--- src/rtl/bp_nonsynth_commit_driver.sv ---
// -----------------------------------------------------------------------------
// bp_nonsynth_commit_driver
//
// Purpose:
//   Scripted stand-in for a core's progress interface (wfi, next PC, retire
//   strobe). It feeds unit benches of progress monitors such as watchdogs and
//   heartbeat logic. One accepted script plays these phases in order:
//     run   - retire one instruction per cycle while the PC advances
//     stall - no retirement, PC held
//     wfi   - core asleep, PC held
//     spin  - retire one instruction per cycle at a fixed PC (branch-to-self)
//     done  - script finished, waiting for the next one
//   A phase with a zero length is skipped. The PC and the retire count carry
//   over from one script to the next, so scripts chain seamlessly.
//
// Ports:
//   clk_i           clock
//   reset_i         asynchronous, active-high reset
//   cfg_v_i         script valid
//   cfg_ready_o     driver can accept a script (idle or done)
//   run_instr_i     run-phase length, in retired instructions
//   stall_cycles_i  stall-phase length, in cycles
//   wfi_cycles_i    wfi-phase length, in cycles
//   spin_instr_i    self-loop phase length, in retired instructions
//   npc_o           next PC
//   instret_o       one instruction retired this cycle
//   wfi_o           core is in WFI
//   done_o          script complete
//   instr_cnt_o     total instructions retired since reset
// -----------------------------------------------------------------------------
module bp_nonsynth_commit_driver #(
    parameter int unsigned vaddr_width_p = 39,
    parameter int unsigned cnt_width_p   = 32,
    parameter logic [63:0] boot_pc_p     = 64'h00_8000_0000,
    parameter int unsigned pc_stride_p   = 4
) (
    input  logic                     clk_i,
    input  logic                     reset_i,

    input  logic                     cfg_v_i,
    output logic                     cfg_ready_o,
    input  logic [cnt_width_p-1:0]   run_instr_i,
    input  logic [cnt_width_p-1:0]   stall_cycles_i,
    input  logic [cnt_width_p-1:0]   wfi_cycles_i,
    input  logic [cnt_width_p-1:0]   spin_instr_i,

    output logic [vaddr_width_p-1:0] npc_o,
    output logic                     instret_o,
    output logic                     wfi_o,
    output logic                     done_o,
    output logic [cnt_width_p-1:0]   instr_cnt_o
);

    typedef enum logic [2:0] {
        e_idle,
        e_run,
        e_stall,
        e_wfi,
        e_spin,
        e_done
    } state_e;

    localparam logic [vaddr_width_p-1:0] lp_boot_pc   = boot_pc_p[vaddr_width_p-1:0];
    localparam logic [vaddr_width_p-1:0] lp_pc_stride = vaddr_width_p'(pc_stride_p);
    localparam logic [cnt_width_p-1:0]   lp_cnt_one   = cnt_width_p'(1);

    // Architectural state
    state_e                   r_state;
    logic [cnt_width_p-1:0]   r_run_cnt;
    logic [cnt_width_p-1:0]   r_stall_cnt;
    logic [cnt_width_p-1:0]   r_wfi_cnt;
    logic [cnt_width_p-1:0]   r_spin_cnt;

    // Registered outputs
    logic [vaddr_width_p-1:0] r_npc;
    logic                     r_instret;
    logic                     r_wfi;
    logic                     r_done;
    logic [cnt_width_p-1:0]   r_instr_cnt;

    // Combinational helpers
    logic                     w_accept;
    state_e                   w_next_state;

    // First phase, in script order, whose remaining length is nonzero.
    // Falling through every phase lands in e_done, which is how empty
    // phases are skipped without spending a cycle in them.
    function automatic state_e first_phase(input logic run_nz,
                                           input logic stall_nz,
                                           input logic wfi_nz,
                                           input logic spin_nz);
        if (run_nz)        return e_run;
        else if (stall_nz) return e_stall;
        else if (wfi_nz)   return e_wfi;
        else if (spin_nz)  return e_spin;
        else               return e_done;
    endfunction

    // Ready is a pure decode of the state, so a script offered while a
    // phase is playing is simply dropped rather than queued.
    assign cfg_ready_o = (r_state == e_idle) || (r_state == e_done);
    assign w_accept    = cfg_v_i && cfg_ready_o;

    // Next-state decode. A phase exits in the cycle its counter reads 1,
    // and the following phase is chosen right then, so there is never a
    // bubble cycle between phases.
    always_comb begin
        // NOTE: default assignment first so every path drives the signal and
        // no latch is inferred.
        w_next_state = r_state;
        unique case (r_state)
            e_idle, e_done: begin
                if (w_accept) begin
                    w_next_state = first_phase(|run_instr_i, |stall_cycles_i,
                                               |wfi_cycles_i, |spin_instr_i);
                end
            end
            e_run: begin
                if (r_run_cnt == lp_cnt_one) begin
                    w_next_state = first_phase(1'b0, |r_stall_cnt,
                                               |r_wfi_cnt, |r_spin_cnt);
                end
            end
            e_stall: begin
                if (r_stall_cnt == lp_cnt_one) begin
                    w_next_state = first_phase(1'b0, 1'b0,
                                               |r_wfi_cnt, |r_spin_cnt);
                end
            end
            e_wfi: begin
                if (r_wfi_cnt == lp_cnt_one) begin
                    w_next_state = first_phase(1'b0, 1'b0, 1'b0, |r_spin_cnt);
                end
            end
            e_spin: begin
                if (r_spin_cnt == lp_cnt_one) begin
                    w_next_state = e_done;
                end
            end
            default: w_next_state = e_idle;
        endcase
    end

    // State, phase counters and outputs. Outputs are computed from the
    // next state so they line up with the state they describe, with no
    // combinational path from the script inputs.
    always_ff @(posedge clk_i or posedge reset_i) begin
        if (reset_i) begin
            r_state     <= e_idle;
            r_run_cnt   <= '0;
            r_stall_cnt <= '0;
            r_wfi_cnt   <= '0;
            r_spin_cnt  <= '0;
            r_npc       <= lp_boot_pc;
            r_instret   <= 1'b0;
            r_wfi       <= 1'b0;
            r_done      <= 1'b0;
            r_instr_cnt <= '0;
        end else begin
            // NOTE: non-blocking assignments so every register samples the
            // values from before this edge, independent of statement order.
            r_state   <= w_next_state;
            r_instret <= (w_next_state == e_run) || (w_next_state == e_spin);
            r_wfi     <= (w_next_state == e_wfi);
            r_done    <= (w_next_state == e_done);

            // Counters hold the remaining length and count down to 0, so an
            // all-ones length fits without any extra width.
            if (w_accept) begin
                r_run_cnt   <= run_instr_i;
                r_stall_cnt <= stall_cycles_i;
                r_wfi_cnt   <= wfi_cycles_i;
                r_spin_cnt  <= spin_instr_i;
            end else begin
                unique case (r_state)
                    e_run:   r_run_cnt   <= r_run_cnt   - lp_cnt_one;
                    e_stall: r_stall_cnt <= r_stall_cnt - lp_cnt_one;
                    e_wfi:   r_wfi_cnt   <= r_wfi_cnt   - lp_cnt_one;
                    e_spin:  r_spin_cnt  <= r_spin_cnt  - lp_cnt_one;
                    default: ;
                endcase
            end

            // PC moves only across run-phase cycles and wraps naturally at the
            // register width. The spin phase keeps it fixed (branch-to-self).
            if (r_state == e_run) begin
                r_npc <= r_npc + lp_pc_stride;
            end

            // Count each cycle in which the retire strobe is presented.
            if (r_instret) begin
                r_instr_cnt <= r_instr_cnt + lp_cnt_one;
            end
        end
    end

    assign npc_o       = r_npc;
    assign instret_o   = r_instret;
    assign wfi_o       = r_wfi;
    assign done_o      = r_done;
    assign instr_cnt_o = r_instr_cnt;

endmodule

--- config.mk ---
export PLATFORM = sky130hd
export DESIGN_NAME = bp_nonsynth_commit_driver
export DESIGN_NICKNAME = d
export VERILOG_FILES = /design/src/rtl/bp_nonsynth_commit_driver.sv
export SDC_FILE = /design/constraint.sdc
export NUM_CORES = 1
export LEC_CHECK = 0
export ABC_AREA = 1
export CAP_MARGIN = 20
export CORE_AREA = 2 2 177 179
export DETAILED_ROUTE_END_ITERATION = 8
export DIE_AREA = 0 0 179 181
export PLACE_DENSITY = 0.62
export SYNTH_ARGS = -nofsm -noshare
export SYNTH_HDL_FRONTEND = slang
export SYNTH_SLANG_ARGS = --single-unit
export TNS_END_PERCENT = 10
--- constraint.sdc ---
create_clock -name clk_i -period 8.9 [get_ports clk_i]
set_clock_uncertainty 0.15 [all_clocks]
set_input_delay 1.78 -clock clk_i [delete_from_list [all_inputs] [get_ports clk_i]]
set_output_delay 1.78 -clock clk_i [all_outputs]
set_load 0.005 [all_outputs]
==> results of run 1 <==
[cell type report]
type	instances	area, sq um	area share, %
tap	396	495	3.08
timing repair buffer	209	2080	12.9
clock buffer	37	721	4.47
multi-input combinational	1298	6740	41.8
clock inverter	8	65.1	0.404
sequential	203	5080	31.5
inverter	246	931	5.78
antenna	2	5.00	0.0311
[state kept, by name, summed over array words and instances, names as in the netlist, 3 cells and up]
register,flops
instr_cnt_o,32
npc_o,37
r_run_cnt,32
r_spin_cnt,32
r_stall_cnt,32
r_state,3
r_wfi_cnt,32
[metal layers]
layer / vias up / track usage, % / wire (microns)
met5: - / 0 / 13
li1: 6085 / - / -
met2: 267 / 37.1 / 16600
met3: 57 / 2.61 / 1540
met4: 2 / 6.47 / 909
met1: 5650 / 29.3 / 16200
[worst paths after layout]
kind                                 start         endpoint  slack, ns  cells past startpoint
setup reg to reg                r_state[1]  r_stall_cnt[29]       5.10                     10
setup / recovery                   cfg_v_i  r_stall_cnt[29]       3.98                      8
min in group asynchronous          reset_i        npc_o[10]       1.73                      2
max in group asynchronous          reset_i    r_wfi_cnt[23]       5.29                      3
hold / removal             instr_cnt_o[28]  instr_cnt_o[28]       0.35                      1
hold reg to reg            instr_cnt_o[28]  instr_cnt_o[28]       0.35                      1
[stage by stage]
stage          setup slack (ns)  power [mW]
3_5_place_dp               3.43        3.36
2_1_floorplan              1.43        2.84
6_report                   3.98        4.34
4_1_cts                    3.99        4.37
3_3_place_gp               3.57        3.30
5_1_grt                    3.70        4.73
[placed cells by master, fill, tap and decap left out, drive strengths merged]
master,count
nor2,311
a21oi,13
clkdlybuf4s50,203
clkinv,9
bufinv,1
o31ai,1
nor3,44
o211ai,67
dfstp,1
a31oi,1
a221o,2
or2,1
nand2,463
clkbuf,37
ha,13
o311ai,4
nand3b,3
xor2,124
o21bai,9
nand4,26
dfrtp,202
diode,2
o221ai,33
conb,2
xnor2,33
nor3b,5
a32o,2
o22ai,4
buf,6
nand3,100
o21ai,30
and2,2
nor4,5
inv,244
[power by group through the flow]
stage	sequential (mW)	clock (mW)	combinational [mW]
after global routing	1.66	1.05	2.02
final	1.61	0.987	1.74
after CTS	1.60	1.01	1.76
after floorplan	1.53	0	1.31
after detailed placement	1.61	0	1.75
after global placement	1.61	0	1.69
[critical path, cell delays in order]
cell and delay, ns:
clkdlybuf4s50_1 0.60, inv_1 0.11, nor2_4 0.79, buf_4 0.69
nor2_1 0.37, inv_2 0.39, o21ai_0 0.16, o21bai_1 0.19
[logic make-up (layout without fill, tap and decap cells)]
family,count (synthesis),in the layout
fa+ha+maj,13,13
simple gates,960,960
other cells,1,4
buf+inv,284,500
flops,203,203
xor+xnor,157,157
compound gates,166,166
==> flow_summary.json, run 1 <==
{
  "status": "complete, no violations",
  "worstPathMaxFanout": 57,
  "vdd_drop_max_v": 0.000160,
  "wl_per_cell_microns": 14.7,
  "worstSetupEndpointType": "register",
  "synth.mux.area_fraction_pct": 0,
  "p_seq_share_pct": 37.1,
  "yosysWarningCount": 0,
  "port_buffers": 203,
  "clkTransAtPathRegs_ns": 0.06,
  "track_usage_pct": 21.9,
  "dp_hpwl_microns": 25800,
  "syn_inst": 1784,
  "grt_first_pass_wirelength_microns": 58700,
  "post_cts_buffers": 0,
  "antenna_found_initial": 3,
  "hold_slack_ns": 0.354,
  "die_w_microns": 179,
  "core-area_sq_um": 30300,
  "root_buffer": "clkbuf_16",
  "cts_made_buffers": 25,
  "post_cts_resized": 0,
  "yosys.area.top_type": "dfrtp_1",
  "ys_seq_elements": 203,
  "dr.pass1.iters": 7,
  "ios": 206,
  "totalWireLength_microns": 35200,
  "worst_pin_slew_ns": 1.01,
  "utilization_pct": 53.1,
  "net-switching-power_mw": 1.81,
  "final-max-slew-violation-count": 0,
  "synth-main-ff-cell": "dfrtp_1",
  "synth_top_area_share_pct": 39.2,
  "syn-cell-area_sq_um": 12900,
  "swShare_pct": 41.6,
  "p_comb_share_pct": 40.2,
  "synth-xor-area-share_pct": 10.7,
  "synth_cell_type_count": 40,
  "hold_class": "reg2reg",
  "clock_sinks": 203,
  "fin_crit_sh_pct": 55.2,
  "fin_area_sq_um": 16100,
  "nFillCells": 3031,
  "dp_cells": 2352,
  "place.gp.congestion": 0.841,
  "hold_viol": 0,
  "dieArea_sq_um": 32400,
  "ctsHoldBuffers": 0,
  "die_y_microns": 181,
  "p_leak_nw": 7.21,
  "seq_area_frac_synth_pct": 39.4,
  "synthSimpleGateAreaFrac_pct": 30.9,
  "grt_start_max_net_pins": 135,
  "vias": 12100,
  "rsz0062_at_grt": "false",
  "synthTopCellsByArea": "dfrtp_1 (39%), nand2_1 (13%), nor2_1 (8.7%)",
  "synth_adder_area_share_pct": 1.26,
  "area_growth_pct": 25.0,
  "cts_tree": "built",
  "crit_path_start_kind": "input port",
  "dpl_cell_area_sq_um": 15300,
  "grt_pass1_vias": 12000,
  "setup_violations": 0,
  "htree_levels": 1,
  "async_flop_share_pct": 100,
  "max_freq_mhz": 203,
  "maxCapViolCount": 0,
  "max_slew_margin_pct": 32.5,
  "stdcell_count": 2399,
  "drt-initial-drc-count": 785,
  "ys_top_cells_by_count": "nand2_1 (462), nor2_1 (300), inv_1 (241)",
  "syn_avg_cell_area_sq_um": 7.22,
  "drive_above_1_share_pct": 3.60,
  "rows": 64,
  "synth_top_family_by_area": "simple AND/OR/NAND/NOR gates",
  "finalSetupTns_ns": 0,
  "p_int_mw": 2.53,
  "drc": 0,
  "yosysMostFrequentCell": "nand2_1",
  "p_per_area_nw_per_um2": 269,
  "p_clk_share_pct": 22.7,
  "crit_arrival_ns": 5.14,
  "nets": 2127,
  "vias_per_cell": 5.03,
  "clock_latency_ns": 0.52,
  "criticalPathCategory": "in2reg",
  "finalCriticalPeriod_ns": 4.92,
  "worst-endpoint-required_ns": 9.13,
  "start_util_pct": 42.5,
  "synth_edf_count": 0,
  "ant_nets": 0,
  "synth_compound_area_share_pct": 9.23,
  "clock_path_buffers": 3,
  "grt_remaining_overflow": 0
}
(Power assumes the default switching activity.)
==> run 2, diff against run 1 <==
==> constraint.sdc (replaced) <==
create_clock -name clk_i -period 5.1 [get_ports clk_i]
set_clock_uncertainty 0.15 [all_clocks]
set_input_delay 1.02 -clock clk_i [delete_from_list [all_inputs] [get_ports clk_i]]
set_output_delay 1.02 -clock clk_i [all_outputs]
set_load 0.005 [all_outputs]
==> run 2 against run 1 <==
  * Utilization rose by 0.20 points
  * Worst hold slack got worse by 0.012 ns
  * Wire length up 0.86%
  * Clock power increased by 76%
  * Cell count up 0.21%
  * Register-to-register slack worse by 2.9 ns
  * Sequential power grew 75%
  * Via count is 0.27% higher
==> flow_summary.json, run 2 (synthesized netlist as in run 1, its figures left out) <==
{
  "final-max-slew-violation-count": 0,
  "largest_reg_flops": 37,
  "met1_usage_pct": 28.3,
  "post_cts_resized": 0,
  "root_buffer": "clkbuf_16",
  "clock_latency_ns": 0.52,
  "drc": 0,
  "rsz0062_at_grt": "false",
  "utilization_pct": 53.3,
  "hold_class": "reg2reg",
  "grt_remaining_overflow": 0,
  "finalCriticalPeriod_ns": 3.29,
  "crit_path_end": "cfg_ready_o",
  "vias_per_cell": 5.03,
  "max_freq_mhz": 304,
  "criticalPathCategory": "reg2out",
  "worstPathMaxFanout": 4,
  "htree_levels": 1,
  "crit_arrival_ns": 2.12,
  "worstSetupEndpointType": "output port",
  "rows": 64,
  "grt_start_max_net_pins": 99,
  "grt_pass1_vias": 12000,
  "dp_hpwl_microns": 26200,
  "final_cell_mix": "nand2_1 (462), nor2_1 (299), inv_1 (240)",
  "ant_nets": 0,
  "post_cts_buffers": 0,
  "hold_viol": 0,
  "cts_tree": "built",
  "worst-endpoint-required_ns": 3.93,
  "rr_endpoint": "r_wfi_cnt[29]",
  "status": "complete, no violations",
  "crit_chain": "inv_1 > nand2_1 > nor2_1 > a21oi_1 > inv_1 > clkdlybuf4s50_1",
  "fin_crit_sh_pct": 64.5,
  "track_usage_pct": 22.1,
  "mostFrequentLayoutCell": "nand2_1",
  "ctsHoldBuffers": 0,
  "wl_per_cell_microns": 14.8,
  "area_growth_pct": 25.5,
  "vias": 12100,
  "crit_start": "r_state[1]",
  "vdd_drop_max_v": 0.000237,
  "max_slew_margin_pct": 42.3,
  "nets": 2132,
  "p_per_area_nw_per_um2": 471,
  "totalWireLength_microns": 35500,
  "clock_sinks": 203,
  "gr-usage-met3_pct": 2.93,
  "dp_cells": 2357,
  "crit_path_start_kind": "register",
  "stdcell_count": 2404,
  "grt-busiest-layer": "met2",
  "nFillCells": 3031,
  "start_util_pct": 42.5,
  "r2r-start": "r_state[1]",
  "use_met2_pct": 37.6,
  "core-area_sq_um": 30300,
  "clock_path_buffers": 3,
  "die_y_microns": 181,
  "place.gp.congestion": 0.847,
  "port_buffers": 203,
  "clkTransAtPathRegs_ns": 0.06,
  "dieArea_sq_um": 32400,
  "maxCapViolCount": 0,
  "finalSetupTns_ns": 0,
  "cts_made_buffers": 25,
  "crit_slowest_cell": "clkdlybuf4s50_1",
  "antenna_found_initial": 3,
  "drt-initial-drc-count": 612,
  "die_w_microns": 179,
  "setup_violations": 0,
  "cpMostUsedCell": "inv_1",
  "p_leak_nw": 7.25,
  "layout.area.seq_sq_um": 5080,
  "multiInputGateArea_sq_um": 6730,
  "worst_pin_slew_ns": 0.864,
  "crit_path_max_incr_delay_ns": 0.49,
  "r2r_slack_ns": 2.24,
  "dr.pass1.iters": 5,
  "rr_worst_depth": 9,
  "drive_above_1_share_pct": 3.84,
  "ios": 206,
  "grt_first_pass_wirelength_microns": 58600
}
## run 2: cell count changes in the layout (fill, tap and decap cells not counted), sizes merged
| cell | before | now |
|---|---|---|
| inv | 244 | 243 |
| clkinvlp | 0 | 1 |
| buf | 6 | 11 |
| clkbuf | 37 | 38 |
| clkinv | 9 | 8 |
## run 2: through the flow
step	power [mW]	setup WS (ns)	instance area, sq um	hold WS (ns)
after CTS	7.66	1.78	16200	0.348
after detailed placement	5.88	1.29	15400	0.334
after floorplan	4.95	1.30	12900	0.327
after global placement	5.79	1.36	15400	0.330
after global routing	8.27	1.58	16200	0.365
final	7.61	1.81	16200	0.342
## run 2: cell type report
cell class / count / share of cell area (%)
antenna: 2 / 0.0309
clock buffer: 38 / 4.54
clock inverter: 7 / 0.371
inverter: 246 / 5.73
multi-input combinational: 1298 / 41.6
sequential: 203 / 31.4
tap: 396 / 3.06
timing repair buffer: 214 / 13.2
## run 2: report_power, final
group,switching [mW],total (mW),internal [mW]
logic,1.84,3.06,1.22
registers,0.622,2.81,2.19
clock network,0.700,1.74,1.04
## run 2: worst min path at each step
stage	from	to	depth (start not counted)
after detailed placement	instr_cnt_o[30]	instr_cnt_o[30]	1
after global routing	instr_cnt_o[30]	instr_cnt_o[30]	1
after CTS	instr_cnt_o[30]	instr_cnt_o[30]	1
after floorplan	instr_cnt_o[30]	instr_cnt_o[30]	1
final	instr_cnt_o[30]	instr_cnt_o[30]	1
after global placement	instr_cnt_o[28]	instr_cnt_o[28]	1
## run 2: critical path, delay by kind of cell (launching register included)
family,cells,cell delay (ns)
AOI/OAI and AO/OA,1,0.24
buffers and inverters,3,0.78
DFF,1,0.39
and+or+nand+nor,2,0.18
## run 2: layer usage
layer  vias up  routed length, microns
met5         -                      13
met4         2                    1320
met3        72                    1650
met2       283                   16700
li1       6080                       -
met1      5656                   15900
